File: src/rtl/ldst_fp_conv_pipe.sv
// ldst_fp_conv_pipe: 2-stage multi-lane x87 extended <-> native FP converter with handshake and sticky flags
//
// Ports:
//   clk, rst            clock, synchronous active-high reset
//   in_vld/in_rdy       request handshake; in_dir 0=load (ext->native), 1=store (native->ext)
//   in_tag, in_lane_en  request tag and per-lane enable
//   in_data             LANES x 81-bit lane operands
//   out_vld/out_rdy     result handshake; out_dir/out_tag echo the request
//   out_data/out_data_n converted lanes and their complement
//   out_flags           per lane {I,O,U}
//   sticky_flags        OR of emitted flags, cleared by sticky_clr
//
// Optional build macro: LDSTFP_DENORM_EN (gradual underflow instead of flush-to-zero)
module ldst_fp_conv_pipe #(
    parameter int LANES = 2,
    parameter int TAG_W = 8
) (
    input  logic               clk,
    input  logic               rst,
    input  logic               in_vld,
    output logic               in_rdy,
    input  logic               in_dir,
    input  logic [TAG_W-1:0]   in_tag,
    input  logic [LANES-1:0]   in_lane_en,
    input  logic [LANES*81-1:0] in_data,
    output logic               out_vld,
    input  logic               out_rdy,
    output logic               out_dir,
    output logic [TAG_W-1:0]   out_tag,
    output logic [LANES*81-1:0] out_data,
    output logic [LANES*81-1:0] out_data_n,
    output logic [LANES*3-1:0] out_flags,
    output logic [2:0]         sticky_flags,
    input  logic               sticky_clr
);

    // Returns {I,O,U, 81-bit result}; a disabled lane yields all zeros.
    function automatic logic [83:0] conv(input logic dir, input logic en, input logic [80:0] d);
        logic [63:0] m;
        logic [15:0] ne;
        logic [2:0]  f;
        logic [80:0] r;
`ifdef LDSTFP_DENORM_EN
        logic [5:0]  lz;
        logic [6:0]  sh;
`endif
        m = d[63:0];
        f = 3'b000;
        r = '0;
        ne = '0;
        if (!dir) begin
            if (d[78:64] == 15'h0) begin
`ifdef LDSTFP_DENORM_EN
                if (m != 64'd0) begin
                    lz = '0;
                    for (int i = 0; i < 64; i++) if (m[i]) lz = 6'(63 - i);
                    ne = 16'h4001 - 16'(lz);
                    r = {d[79], ne[14:0], ne[15], m << lz};
                end
`else
                f[0] = |m;
`endif
            end else if (d[78:64] == 15'h7FFF) begin
                r = {d[79], 15'h7FFF, 1'b1, m};
                f[2] = |m[62:0];
            end else begin
                ne = {1'b0, d[78:64]} + 16'h4000;
                r = {d[79], ne[14:0], ne[15], m};
            end
        end else begin
            ne = {d[64], d[79:65]};
            if (ne <= 16'h4000) begin
                r = {1'b0, d[80], 79'd0};
                f[0] = |m;
`ifdef LDSTFP_DENORM_EN
                if (ne >= 16'h3FC1) begin
                    sh = 7'(16'h4001 - ne);
                    r[63:0] = m >> sh;
                    f[0] = (m & ~(64'hFFFF_FFFF_FFFF_FFFF << sh)) != 64'd0;
                end
`endif
            end else if (ne == 16'hFFFF) begin
                r = {1'b0, d[80], 15'h7FFF, m};
                f[2] = |m[62:0];
            end else if (ne >= 16'hBFFF) begin
                r = {1'b0, d[80], 15'h7FFF, 64'h8000_0000_0000_0000};
                f[1] = 1'b1;
            end else begin
                ne = ne - 16'h4000;
                r = {1'b0, d[80], ne[14:0], m};
            end
        end
        return en ? {f, r} : 84'd0;
    endfunction

    logic               r_s1_vld;
    logic               r_s1_dir;
    logic [TAG_W-1:0]   r_s1_tag;
    logic [LANES-1:0]   r_s1_en;
    logic [LANES*81-1:0] r_s1_data;
    logic               r_s2_vld;
    logic [LANES*81-1:0] w_conv;
    logic [LANES*3-1:0] w_flags;
    logic [2:0]         w_flag_or;
    logic               w_s1_adv;
    logic               w_s2_adv;

    assign w_s2_adv = ~r_s2_vld | out_rdy;
    assign w_s1_adv = ~r_s1_vld | w_s2_adv;
    assign in_rdy   = w_s1_adv;
    assign out_vld  = r_s2_vld;

    genvar l;
    generate
        for (l = 0; l < LANES; l++) begin : g_lane
            assign {w_flags[3*l+:3], w_conv[81*l+:81]} = conv(r_s1_dir, r_s1_en[l], r_s1_data[81*l+:81]);
        end
    endgenerate

    always_comb begin
        w_flag_or = '0;
        for (int i = 0; i < LANES; i++) w_flag_or = w_flag_or | out_flags[3*i+:3];
    end

    always_ff @(posedge clk) begin
        if (rst) begin
            r_s1_vld     <= 1'b0;
            r_s1_dir     <= 1'b0;
            r_s1_tag     <= '0;
            r_s1_en      <= '0;
            r_s1_data    <= '0;
            r_s2_vld     <= 1'b0;
            out_dir      <= 1'b0;
            out_tag      <= '0;
            out_data     <= '0;
            out_data_n   <= '1;
            out_flags    <= '0;
            sticky_flags <= '0;
        end else begin
            if (w_s1_adv) r_s1_vld <= in_vld;
            if (w_s1_adv && in_vld) begin
                r_s1_dir  <= in_dir;
                r_s1_tag  <= in_tag;
                r_s1_en   <= in_lane_en;
                r_s1_data <= in_data;
            end
            if (w_s2_adv) r_s2_vld <= r_s1_vld;
            // Payload only moves with a valid request so an idle output stays stable.
            if (w_s2_adv && r_s1_vld) begin
                out_dir    <= r_s1_dir;
                out_tag    <= r_s1_tag;
                out_data   <= w_conv;
                out_data_n <= ~w_conv;
                out_flags  <= w_flags;
            end
            sticky_flags <= sticky_clr ? 3'b000 : (out_vld && out_rdy) ? (sticky_flags | w_flag_or) : sticky_flags;
        end
    end

endmodule

File: config.mk
export PLATFORM = sky130hd
export DESIGN_NAME = ldst_fp_conv_pipe
export DESIGN_NICKNAME = d
export VERILOG_FILES = /design/src/rtl/ldst_fp_conv_pipe.sv
export SDC_FILE = /design/constraint.sdc
export NUM_CORES = 1
export LEC_CHECK = 0
export BUFFER_PORTS_ARGS = -buffer_cell sky130_fd_sc_hd__buf_2
export CAP_MARGIN = 5
export CORE_MARGIN = 2
export CORE_UTILIZATION = 40
export DETAILED_ROUTE_END_ITERATION = 8
export PLACE_DENSITY = 0.69
export SLEW_MARGIN = 20
export SYNTH_ARGS = -nofsm -noshare
export SYNTH_HDL_FRONTEND = slang
export SYNTH_SLANG_ARGS = --single-unit
File: constraint.sdc
create_clock -name clk -period 3.85 [get_ports clk]
set_input_delay 1.155 -clock clk [delete_from_list [all_inputs] [get_ports clk]]
set_output_delay 1.155 -clock clk [all_outputs]
set_load 0.01 [all_outputs]
* Yosys cells after proc, flatten, opt, wreduce, memory -nomap -nowiden
Index checks and enable logic that the tools add are counted.
** Word-level totals
- Register bits :: 517
- Bits of input ports :: 178
- Logic and storage cells :: 77
** Cells by class
- Add/subtract/negate cells :: 4
- Magnitude comparators :: 4
- Equal/unequal tests :: 4
- Muxes and demuxes :: 36
- Bitwise gates (word level) :: 7
- Reduce and logical (&&, ||, !) cells :: 10
** Operators by type and width (number)
- 79-bit 2-to-1 mux :: 6
- 81-bit 2-to-1 mux :: 4
- 84-bit 2-to-1 mux :: 2
- 162-bit NOT :: 1
- 80-bit 2-to-1 mux :: 2
- 64-bit OR reduction :: 2
- 63-bit OR reduction :: 2
- 15-bit by 15-bit adder with 16-bit output, second input constant :: 2
- 16-bit equality test, second input constant :: 2
- 16-bit >= comparator, second input constant :: 2
- 16-bit by 15-bit less-or-equal comparator with 1-bit output, second input constant :: 2
- 15-bit equality test, second input constant :: 2
- 15-bit logical NOT :: 2
- 15-bit subtractor, second input constant :: 2
- 1-bit 2-to-1 mux :: 20
- 3-bit bitwise OR :: 2
- 2-bit 2-to-1 mux :: 2
- 1-bit logical AND :: 3
- 1-bit NOT :: 2
- 1-bit bitwise OR :: 2
- 2-bit OR reduction :: 1

* Logic depth before layout (Yosys ltp)
- Word-level depth :: 7
- Gate-level depth with buffers :: 9
- Mapped depth without buffers :: 5

* Worst setup path before layout
No wires, ideal clock.
- Path type :: input to output
- Start point :: in out_rdy
- End point :: out in_rdy
- Data arrival time :: 1.589 ns
- Data required time :: 2.695 ns
- Setup slack :: 1.106 ns
- Cell stages on the path :: 3
- Buffers on the path :: 1
- Path through :: nor2b_1 -> clkbuf_1 -> nand2_1
** On the way
- Longest elaborated chain between the ends :: 2
** Ends and longest elaborated chain
- start, declared :: line 27 : input logic out_rdy,
- 1-bit bitwise OR :: line 108 : assign w_s2_adv = ~r_s2_vld | out_rdy;
- 1-bit bitwise OR :: line 109 : assign w_s1_adv = ~r_s1_vld | w_s2_adv;
- end, declared :: line 21 : output logic in_rdy,
No other way between the ends.

* Final worst setup path
Same ends and word-level chain as after synthesis.

==> summary.txt <==
Drt
  • TritonRoute pass-1 iters: 5
  • Final antenna-violating net count: 0
  • Vias/cell: 5.30
  • Final Routed Wirelength: 54900 um
  • DR vias: 15.9k
  • Residual DRC count: 0
  • DR iter-0 viols: 1231
  • DR WL/cell: 18.3 um

Setup path
  • Crit path max fanout: 7
  • Worst Setup End Kind: output port
  • CP required: 2690 ps
  • WS Path Type: input port to output port
  • CP arrival: 2170 ps
  • Startpoint types: input port

Synthesis
  • Cells after synthesis: 1923
  • Avg Inst Size Synth: 9.06 um^2
  • Sequential fraction of the synthesis area: 0.594
  • Post-synthesis compound-gate area fraction: 0.199
  • Post-Syn Area: 17400 um^2
  • Post-synthesis simple-gate area fraction: 0.173
  • Warnings from Yosys: 0
  • Main flop type after synthesis: dfxtp_1
  • Post-synthesis mux area share: 0.00115
  • Main combinational cell family by area after synthesis: compound AO/OA/AOI/OAI gates
  • Post-synth cell types: 55
  • EDFF count, synth: 0
  • Synth Area in Adders: 0
  • Syn Nets: 2101
  • Xor and xnor area share after synthesis: 0
  • Ys async rst share: 0
  • Seq cells post-synth: 517

Global routing
  • GRT met2 Usage: 0.378
  • Via count of the first global-routing pass: 14.8k
  • Met1 global-route usage: 0.285
  • GRT Total Usage: 0.230
  • Largest net degree at the start of global routing: 127
  • GRT overflow: 0
  • Met3 Use GR: 0.0640
  • Busiest grt layer: met2
  • First-pass GRT wire length: 82200 um
  • Initial antenna violation count: 9

Final layout
  • Net count, final: 2555
  • Layout cell share with drive strength beyond 1: 0.268
  • Most frequent cells in the layout: buf_2 (520), dfxtp_1 (517), nand2_1 (410)
  • Area Overhead vs Synth: 27.9%
  • Fill cells: 4012
  • Non-Filler Instances: 3007
  • Commonest non-fill, non-tap cell in the layout: buf_2
  • Finished layout cell area: 22300 um^2
  • Core Util, Final: 0.518

Run
  • Maxcap violations: 0

Pwr
  • Switching share of power: 0.231
  • Worst VDD drop: 0.000311 V
  • Cell Int Power: 8830 uW
  • Clk pwr share: 0.449
  • Combinational share of power: 0.060
  • Sequential Power Share: 0.491
  • Cell Pwr Density: 515 nW/um^2
  • LEAKAGE: 0.00945 uW
  • Net Switching: 2650 uW

Floorplanning
  • Die area: 45200 um^2
  • Die H: 213 um
  • Die extent in x: 213 um
  • Rows: 76
  • Core area: 43000 um^2
  • Starting Density: 0.405
  • I/O pin count: 522

Min path
  • Min-Delay Path Class: flip-flop to flip-flop

Clock network
  • # resized after CTS: 0
  • Post-CTS Setup Bufs: 0
  • Worst skew pair latency: 580 ps
  • CTS buffer count: 52
  • Hold-fix buffers, CTS: 0
  • CTS tree: built
  • Clock tree root driver cell: clkbuf_16
  • H-tree depth: 2
  • CTS clk-pin slew, worst paths: 60 ps
  • CTS max path bufs: 3
  • Clock Sinks: 517

Place
  • DP Area: 20500 um^2
  • PortBufs: 521
  • Global placement routability congestion: 0.877
  • Dpl hpwl: 37900 um
  • Inst Count DP: 2908
  • Setup WS pre-CTS: 528 ps

Timing
  • Clk_skew: 18.0 ps
  • Slew Limit Fails: 0
  • Final min period: 3330 ps
  • Final worst-path setup slack: 522 ps
  • Final setup TNS: 0 ps
  • Maximum clock frequency: 0.300 GHz
  • RSZ-0062 raised after global routing: no
  • Hold Violations, Final: 0
  • Worst Tran Pin Value: 1040 ps
  • Final period util: 0.864
  • Count of final setup violators: 0
  • Slew HR: 0.304

Run status
  • Status: complete, no violations
synth_stat cells (2+ instances only):
master,number,area share
nor3_1,11,0.0032
a21o_1,19,0.0082
nand3b_1,11,0.0047
buf_1,3,0.00065
nor2b_1,2,0.00072
and2_1,3,0.0011
o22ai_1,2,0.00072
inv_1,3,0.00065
nand2_1,412,0.089
a32o_1,2,0.0011
nor2_2,2,0.00072
o21ai_0,11,0.0032
dfxtp_1,517,0.59
mux2i_1,2,0.0011
o32ai_1,4,0.0020
a31oi_1,6,0.0022
nor4_1,37,0.013
nor2_1,188,0.041
o21a_1,15,0.0065
nand2b_1,7,0.0025
o211ai_1,6,0.0026
clkbuf_1,116,0.025
nand4_1,18,0.0065
a21oi_1,325,0.093
nor4_4,2,0.0024
buf_2,19,0.0055
o211a_1,2,0.0011
nand3_1,15,0.0043
or2_2,3,0.0011
a22o_1,128,0.064
o221a_2,8,0.0052
power by group through the flow:
| stage | logic [uW] | registers [uW] | clock network (uW) |
|---|---|---|---|
| 2_1_floorplan | 397 | 5720 | 0 |
| 3_3_place_gp | 677 | 5750 | 0 |
| 3_5_place_dp | 687 | 5760 | 0 |
| 4_1_cts | 691 | 5640 | 5270 |
| 5_1_grt | 755 | 5660 | 5470 |
| 6_report | 688 | 5640 | 5150 |
cell families (layout without fill, tap and decap cells):
kind of cell	count (synthesis)	count (layout)
simple gates	718	718
compound gates	544	544
flops	517	517
buf+inv	142	634
mux	2	2
other cells	0	7
final cells by class:
class / count / area (um^2) / area share
clock inverters: 21 / 236 / 0.0106
multi-input cells: 1264 / 6540 / 0.293
repair buffers: 538 / 2870 / 0.129
flip-flops and latches: 517 / 10300 / 0.465
well taps: 585 / 732 / 0.0329
inverters: 4 / 15.0 / 0.000674
clock buffers: 71 / 1520 / 0.0684
diodes: 7 / 17.5 / 0.000786
stage by stage:
step	hold WS (ps)	power, uW
6_report	441	11500
5_1_grt	459	11900
4_1_cts	446	11600
3_5_place_dp	434	6440
3_3_place_gp	429	6430
2_1_floorplan	432	6110
routing by layer:
metal / up-vias / routed length, um / part of all wire
met3: 117 / 4840 / 0.088
met1: 7588 / 22400 / 0.41
li1: 7573 / - / -
met2: 661 / 25700 / 0.47
met5: - / 19 / 0.00035
met4: 4 / 1900 / 0.035
worst max-delay path, stage by stage:
cell     delay [ps]
buf_2           130
nor2b_1         460
nand2_1         230
buf_2           190
worst paths after layout:
check / slack (ps) / startpoint / depth (start not counted) / endpoint
worst max-delay path: 520 / out_rdy / 4 / in_rdy
worst min-delay path: 440 / out_data_n[147] / 2 / out_data_n[147]
worst max register to register: 960 / r_s1_data[64] / 6 / out_data_n[18]
worst min register to register: 440 / out_data_n[147] / 2 / out_data_n[147]
state kept, by name, summed over array words and instances, names as in the netlist:
register,flops
out_vld,1
r_s1_data,162
r_s1_vld,1
sticky_flags,3
out_flags,6
out_data_n,162
out_tag,8
r_s1_dir,1
out_data,162
r_s1_tag,8
r_s1_en,2
out_dir,1
Note: power is estimated with default switching activity, not from simulation.
